<file path="src/rtl/alu_seq_pkg.sv">
// Shared op codes and FSM state encoding for the sequential ALU.
package alu_seq_pkg;

  localparam logic [2:0] OP_MUL  = 3'd0;
  localparam logic [2:0] OP_OR   = 3'd1;
  localparam logic [2:0] OP_AND  = 3'd2;
  localparam logic [2:0] OP_LAND = 3'd3;
  localparam logic [2:0] OP_ADD  = 3'd4;
  localparam logic [2:0] OP_SUB  = 3'd5;
  localparam logic [2:0] OP_XOR  = 3'd6;
  localparam logic [2:0] OP_ILL  = 3'd7;

  typedef enum logic [1:0] {
    ST_IDLE = 2'd0,
    ST_BUSY = 2'd1,
    ST_HOLD = 2'd2
  } state_t;

endpackage

</file>
<file path="src/rtl/alu_seq_mul.sv">
// Iterative shift-add multiplier: one multiplier bit per cycle, WIDTH cycles.
// done is asserted during the last step; product then already includes that
// step so the caller can register it on the same edge.
module alu_seq_mul #(
  parameter int unsigned WIDTH = 8
) (
  input  logic               clk,
  input  logic               rst,
  input  logic               start,
  input  logic [WIDTH-1:0]   a,
  input  logic [WIDTH-1:0]   b,
  output logic               done,
  output logic [2*WIDTH-1:0] product
);

  localparam int unsigned CW = $clog2(WIDTH);

  logic               running;
  logic [CW-1:0]      cnt;
  logic [2*WIDTH-1:0] acc;
  logic [2*WIDTH-1:0] mcand;
  logic [WIDTH-1:0]   mplier;
  logic [2*WIDTH-1:0] acc_step;

  // Accumulator value after the current step's conditional add.
  always_comb begin
    acc_step = acc;
    if (mplier[0]) acc_step = acc + mcand;
  end

  assign done    = running && (cnt == CW'(WIDTH - 1));
  assign product = acc_step;

  // Operand load on start, then one add/shift per cycle until done.
  always_ff @(posedge clk) begin
    if (rst) begin
      running <= 1'b0;
      cnt     <= '0;
      acc     <= '0;
      mcand   <= '0;
      mplier  <= '0;
    end else if (start) begin
      running <= 1'b1;
      cnt     <= '0;
      acc     <= '0;
      mcand   <= {{WIDTH{1'b0}}, a};
      mplier  <= b;
    end else if (running) begin
      acc    <= acc_step;
      mcand  <= mcand << 1;
      mplier <= mplier >> 1;
      cnt    <= cnt + 1'b1;
      if (done) running <= 1'b0;
    end
  end

endmodule

</file>
<file path="src/rtl/alu_seq_unit.sv">
// Handshaked sequential ALU: single-cycle logic/arith ops, iterative MUL,
// optional auto-cycling op counter for decoder-compatible operation.
module alu_seq_unit
  import alu_seq_pkg::*;
#(
  parameter int unsigned WIDTH    = 8,
  parameter int unsigned AUTO_OPS = 4
) (
  input  logic             clk,
  input  logic             rst,
  input  logic             in_valid,
  output logic             in_ready,
  input  logic [WIDTH-1:0] in_a,
  input  logic [WIDTH-1:0] in_b,
  input  logic [2:0]       op,
  input  logic             auto_mode,
  output logic             out_valid,
  input  logic             out_ready,
  output logic [WIDTH-1:0] result,
  output logic [WIDTH-1:0] result_hi,
  output logic             zero,
  output logic             illegal,
  output logic [2:0]       op_out
);

  state_t             state, state_nxt;
  logic [1:0]         op_ctr;
  logic [2:0]         eff_op;
  logic               accept;
  logic               load_alu;
  logic               mul_start;
  logic               mul_done;
  logic [2*WIDTH-1:0] mul_prod;
  logic [WIDTH:0]     sum;
  logic [WIDTH:0]     diff;
  logic [WIDTH-1:0]   alu_res;
  logic [WIDTH-1:0]   alu_hi;
  logic               alu_ill;

  assign eff_op    = auto_mode ? {1'b0, op_ctr} : op;
  assign accept    = in_valid && in_ready;
  assign mul_start = accept && (eff_op == OP_MUL);
  assign load_alu  = accept && (eff_op != OP_MUL);

  alu_seq_mul #(.WIDTH(WIDTH)) u_mul (
    .clk     (clk),
    .rst     (rst),
    .start   (mul_start),
    .a       (in_a),
    .b       (in_b),
    .done    (mul_done),
    .product (mul_prod)
  );

  // Single-cycle datapath for every op except MUL.
  always_comb begin
    alu_res = '0;
    alu_hi  = '0;
    alu_ill = 1'b0;
    sum     = {1'b0, in_a} + {1'b0, in_b};
    diff    = {1'b0, in_a} - {1'b0, in_b};
    case (eff_op)
      OP_OR:   alu_res = in_a | in_b;
      OP_AND:  alu_res = in_a & in_b;
      OP_XOR:  alu_res = in_a ^ in_b;
      OP_LAND: alu_res[0] = (in_a != '0) && (in_b != '0);
      OP_ADD: begin
        alu_res   = sum[WIDTH-1:0];
        alu_hi[0] = sum[WIDTH];
      end
      OP_SUB: begin
        alu_res   = diff[WIDTH-1:0];
        alu_hi[0] = diff[WIDTH];
      end
      OP_ILL:  alu_ill = 1'b1;
      default: ;
    endcase
  end

  // State register.
  always_ff @(posedge clk) begin
    if (rst) state <= ST_IDLE;
    else     state <= state_nxt;
  end

  // Next-state and handshake outputs.
  always_comb begin
    state_nxt = state;
    in_ready  = 1'b0;
    out_valid = 1'b0;
    case (state)
      ST_IDLE: begin
        in_ready = 1'b1;
        if (in_valid) state_nxt = (eff_op == OP_MUL) ? ST_BUSY : ST_HOLD;
      end
      ST_BUSY: begin
        if (mul_done) state_nxt = ST_HOLD;
      end
      ST_HOLD: begin
        out_valid = 1'b1;
        if (out_ready) state_nxt = ST_IDLE;
      end
      default: state_nxt = ST_IDLE;
    endcase
  end

  // Result registers: loaded at accept for single-cycle ops, at the last MUL step.
  always_ff @(posedge clk) begin
    if (rst) begin
      result    <= '0;
      result_hi <= '0;
      zero      <= 1'b0;
      illegal   <= 1'b0;
      op_out    <= '0;
    end else if (load_alu) begin
      result    <= alu_res;
      result_hi <= alu_hi;
      zero      <= (alu_res == '0) && (alu_hi == '0);
      illegal   <= alu_ill;
      op_out    <= eff_op;
    end else if (mul_done) begin
      result    <= mul_prod[WIDTH-1:0];
      result_hi <= mul_prod[2*WIDTH-1:WIDTH];
      zero      <= (mul_prod == '0);
      illegal   <= 1'b0;
      op_out    <= OP_MUL;
    end
  end

  // Auto-mode op counter, advances only on accepted auto transactions.
  always_ff @(posedge clk) begin
    if (rst) begin
      op_ctr <= '0;
    end else if (accept && auto_mode) begin
      if (op_ctr == 2'(AUTO_OPS - 1)) op_ctr <= '0;
      else                            op_ctr <= op_ctr + 1'b1;
    end
  end

endmodule

</file>
<file path="config.mk">
export PLATFORM = sky130hd
export DESIGN_NAME = alu_seq_unit
export DESIGN_NICKNAME = d
export VERILOG_FILES = /design/src/rtl/alu_seq_pkg.sv /design/src/rtl/alu_seq_mul.sv /design/src/rtl/alu_seq_unit.sv
export SDC_FILE = /design/constraint.sdc
export NUM_CORES = 1
export LEC_CHECK = 0
export CAP_MARGIN = 15
export CORE_MARGIN = 2
export CORE_UTILIZATION = 46
export DETAILED_ROUTE_END_ITERATION = 8
export PLACE_DENSITY_LB_ADDON = 0.08
export SETUP_SLACK_MARGIN = 0.05
export SYNTH_ARGS = -nofsm -noshare
export SYNTH_HDL_FRONTEND = slang
export SYNTH_SLANG_ARGS = --single-unit
</file>
<file path="constraint.sdc">
create_clock -name clk -period 2.4 [get_ports clk]
set_input_delay 0.48 -clock clk [delete_from_list [all_inputs] [get_ports clk]]
set_output_delay 0.48 -clock clk [all_outputs]
set_load 0.05 [all_outputs]
</file>
==> results.md <==
- Placer Congestion: 0.915
- Synthesized Nets: between 600 and 700
- Sw power: 1240 uW
- Share of layout cells above drive strength 1: 38.4%
- Startpoint types: register
- #FFs+latches synth: 69
- Post-layout minimum cycle time: ~2.6 ns
- GR Overflow Total: 0
- Syn. warnings: 0
- CTS tree: yes
- Unrepaired setup endpoints after global routing: yes
- Root Driver: clkbuf_8
- Die ar.: 11300 um^2
- Slew margin rel.: 46.7%
- Post-synthesis async set-or-reset flop share: 0%
- Crit Path Max Fanout: 3
- Final period utilization: 108%
- Max-cap violations: 0
- Seq/Total Area, Yosys: about 29%
- Core box area: 10200 um^2
- Top-area cell type share of the netlist area: 28.7%
- Remaining antenna violation count after routing: 0
- H-tree levels: 3
- Clock latency on the worst-skew pair: 0.36 ns
- Final worst setup slack: -0.195 ns
- Fin. Hold Viols: 0
- Cells after Synth: 584
- Peak Freq: between 0.3 and 0.4 GHz
- Area grow syn2layout: 51.4%
- Area leader, netlist: dfxtp_1
- IR drop worst, VDD: 0.000406 V
- Syn Area/Cell: 8.24 um^2
- WL per Instance: 17.3 um
- Max Slew Vio Count: 0
- Setup crit end kind: register
- Number of synthesized flops with an enable pin: 0
- Dominant synthesized flop cell: dfxtp_1
- Cell variety after synth: 69
- Final setup vio count: 8
- Hold_ws: 0.465 ns
- Reg clk slew, reported paths: 0.09 ns
- Sequential power share: 36.5%
- Dpl hpwl: 11.9 mm
- Total GRT Usage: 28.4%
- Failing checks: setup timing
- Cts bufs inserted: 9
- Reg2Reg Setup Slack: -0.20 ns
- Row cnt: 37
- Cell with the most instances after synthesis: nor2_1
- Io pins: 47
- Critical Path AT: ~2.9 ns
- Number of diodes: 0
- Clock power share: 27.4%
- Final WL: 16.0 mm
- Leak Pwr: 0.00310 uW
- Mapped Area: 4810 um^2
- Critical path required time: 2.66 ns
- Fillers: 838
- Logic gate share of total power: ~36%
- Register Area: between 1000 and 1500 um^2
- Vias in the first global route: about 5200
- Antenna violations before repair: 0
- Top post-synthesis cells by area: dfxtp_1 (29%), ha_1 (11%), mux2i_1 (9.4%)
- Largest net degree at the start of global routing: 57
- 1st-iter DRT viols: 201
- Hold crit path type: register to register
- PwrDens: 476 nW/um^2
- Worst Max-Slew Pin Slew: 0.800 ns
- Via density: around 5.5
- Multi-input gate area: roughly 3600 um^2
- Worst Clk Skew: 0.0123 ns
- Vias: 5109
- First-pass GRT wire length: 25.3 mm
- DRC: 0
- Drt first pass iters: 5
- Status: finished, violations left
- CTS sink cnt: 69
- Pint: 2230 uW
- Critical Setup Path Class: register to register
- Layout Nets: around 850
- Post-synth top cells: nor2_1 (91), dfxtp_1 (69), a211oi_1 (45), mux2i_1 (45), ha_1 (42)
- Initial Util: 47.0%
- IO buf count: between 40 and 50
- Die X: 106 um
- Sw Ratio: 35.8%
- Vert. Die Dim: 106 um
- Maximum buffer depth of the clock tree: 2
- Core Util, Final: 71.2%
==> path summary, 6_finish.rpt <==
kind / cells after the start / endpoint / start
setup / recovery: 12 / zero / u_mul.mcand[0]
hold / removal: 2 / result_hi[6] / result_hi[6]
setup reg to reg: 12 / zero / u_mul.mcand[0]
hold reg to reg: 2 / result_hi[6] / result_hi[6]
==> placed cells by master, fill, tap and decap left out, drive strengths merged, types with 4 or more instances in the layout <==
master / instances
a211oi: 45
a21o: 4
a21oi: 41
a31oi: 5
and2: 4
buf: 178
clkbuf: 14
clkdlybuf4s50: 31
dfxtp: 69
dlygate4sd2: 4
ha: 42
inv: 41
mux2i: 46
nand2: 32
nand3: 6
nand3b: 4
nor2: 91
nor2b: 4
nor3: 15
nor4: 4
o21a: 8
o21ai: 15
or3: 6
xnor2: 7
xor2: 5
==> registers in the layout, indices dropped and copies added (netlist names) <==
signal,count
u_mul.acc,16
u_mul.mplier,8
u_mul.mcand,16
u_mul.running,1
op_ctr,2
zero,1
state,2
illegal,1
result_hi,8
u_mul.cnt,3
op_out,3
result,8
==> metal layers <==
metal  global-route usage [%]  share of wire (%)
met1                     34.0                 43
met2                     49.4                 48
met3                     3.99                3.6
met4                     14.8                5.1
met5                        0                  0
==> layout make-up <==
type	count	share of cell area [%]
Tap cell	136	2.34
Inverter	36	1.85
Timing Repair Buffer	220	24.5
Multi-Input combinational cell	446	49.5
Sequential cell	69	19.1
Clock buffer	9	1.70
Clock inverter	7	0.893
==> critical path, stage by stage, from the launching register on <==
cell and delay (ns):
dfxtp_4 0.37, ha_4 0.13, inv_2 0.03, fa_2 0.33
and2b_4 0.26, o31a_1 0.17, o21ai_2 0.08, or3_4 0.34
nand3b_1 0.11, xor2_1 0.17, mux2i_1 0.11, and4_1 0.20
a41o_1 0.18
==> through the flow <==
stage                     power [uW]  setup TNS [ns]  cells  setup WS, ns  cell area [um^2]
final                           3470          -0.900    923        -0.195              7290
after floorplan                 1860          -0.125    584        -0.115              4850
after global placement          2380           -8.38    893        -0.811              6570
after detailed placement        2390           -9.98    893        -0.943              6570
after global routing            3630           -2.73    923        -0.305              7290
after CTS                       3430           -1.00    920        -0.234              7130
==> kinds of logic (layout without fill, tap and decap cells) <==
kind of cell | Yosys count | in the layout | synth area share [%]
AOI/OAI and AO/OA | 158 | 158 | 23.0
xor gates and xnor gates | 12 | 12 | 2.18
adders and majority gates | 45 | 45 | 12.2
buffers and inverters | 69 | 272 | 6.06
DFF | 69 | 69 | 28.7
muxes | 46 | 46 | 9.83
and+or+nand+nor | 185 | 185 | 18.1
==> timing repair <==
item | in CTS | in global routing
hold buffers | 0 | 0
pin swaps | 40 | 20
endpoints found under the hold margin | 0 | 0
setup endpoints to repair | 19 | 21
gates resized for setup | 98 | 40
buffers inserted | 13 | 3
==> power by group through the flow <==
stage                     clock, uW  combinational (uW)  sequential, uW
after CTS                       972                1190            1260
after global placement            0                1090            1280
final                           950                1250            1270
after global routing           1010                1350            1270
after detailed placement          0                1100            1290
after floorplan                   0                 539            1320
(Power assumes the default switching activity.)
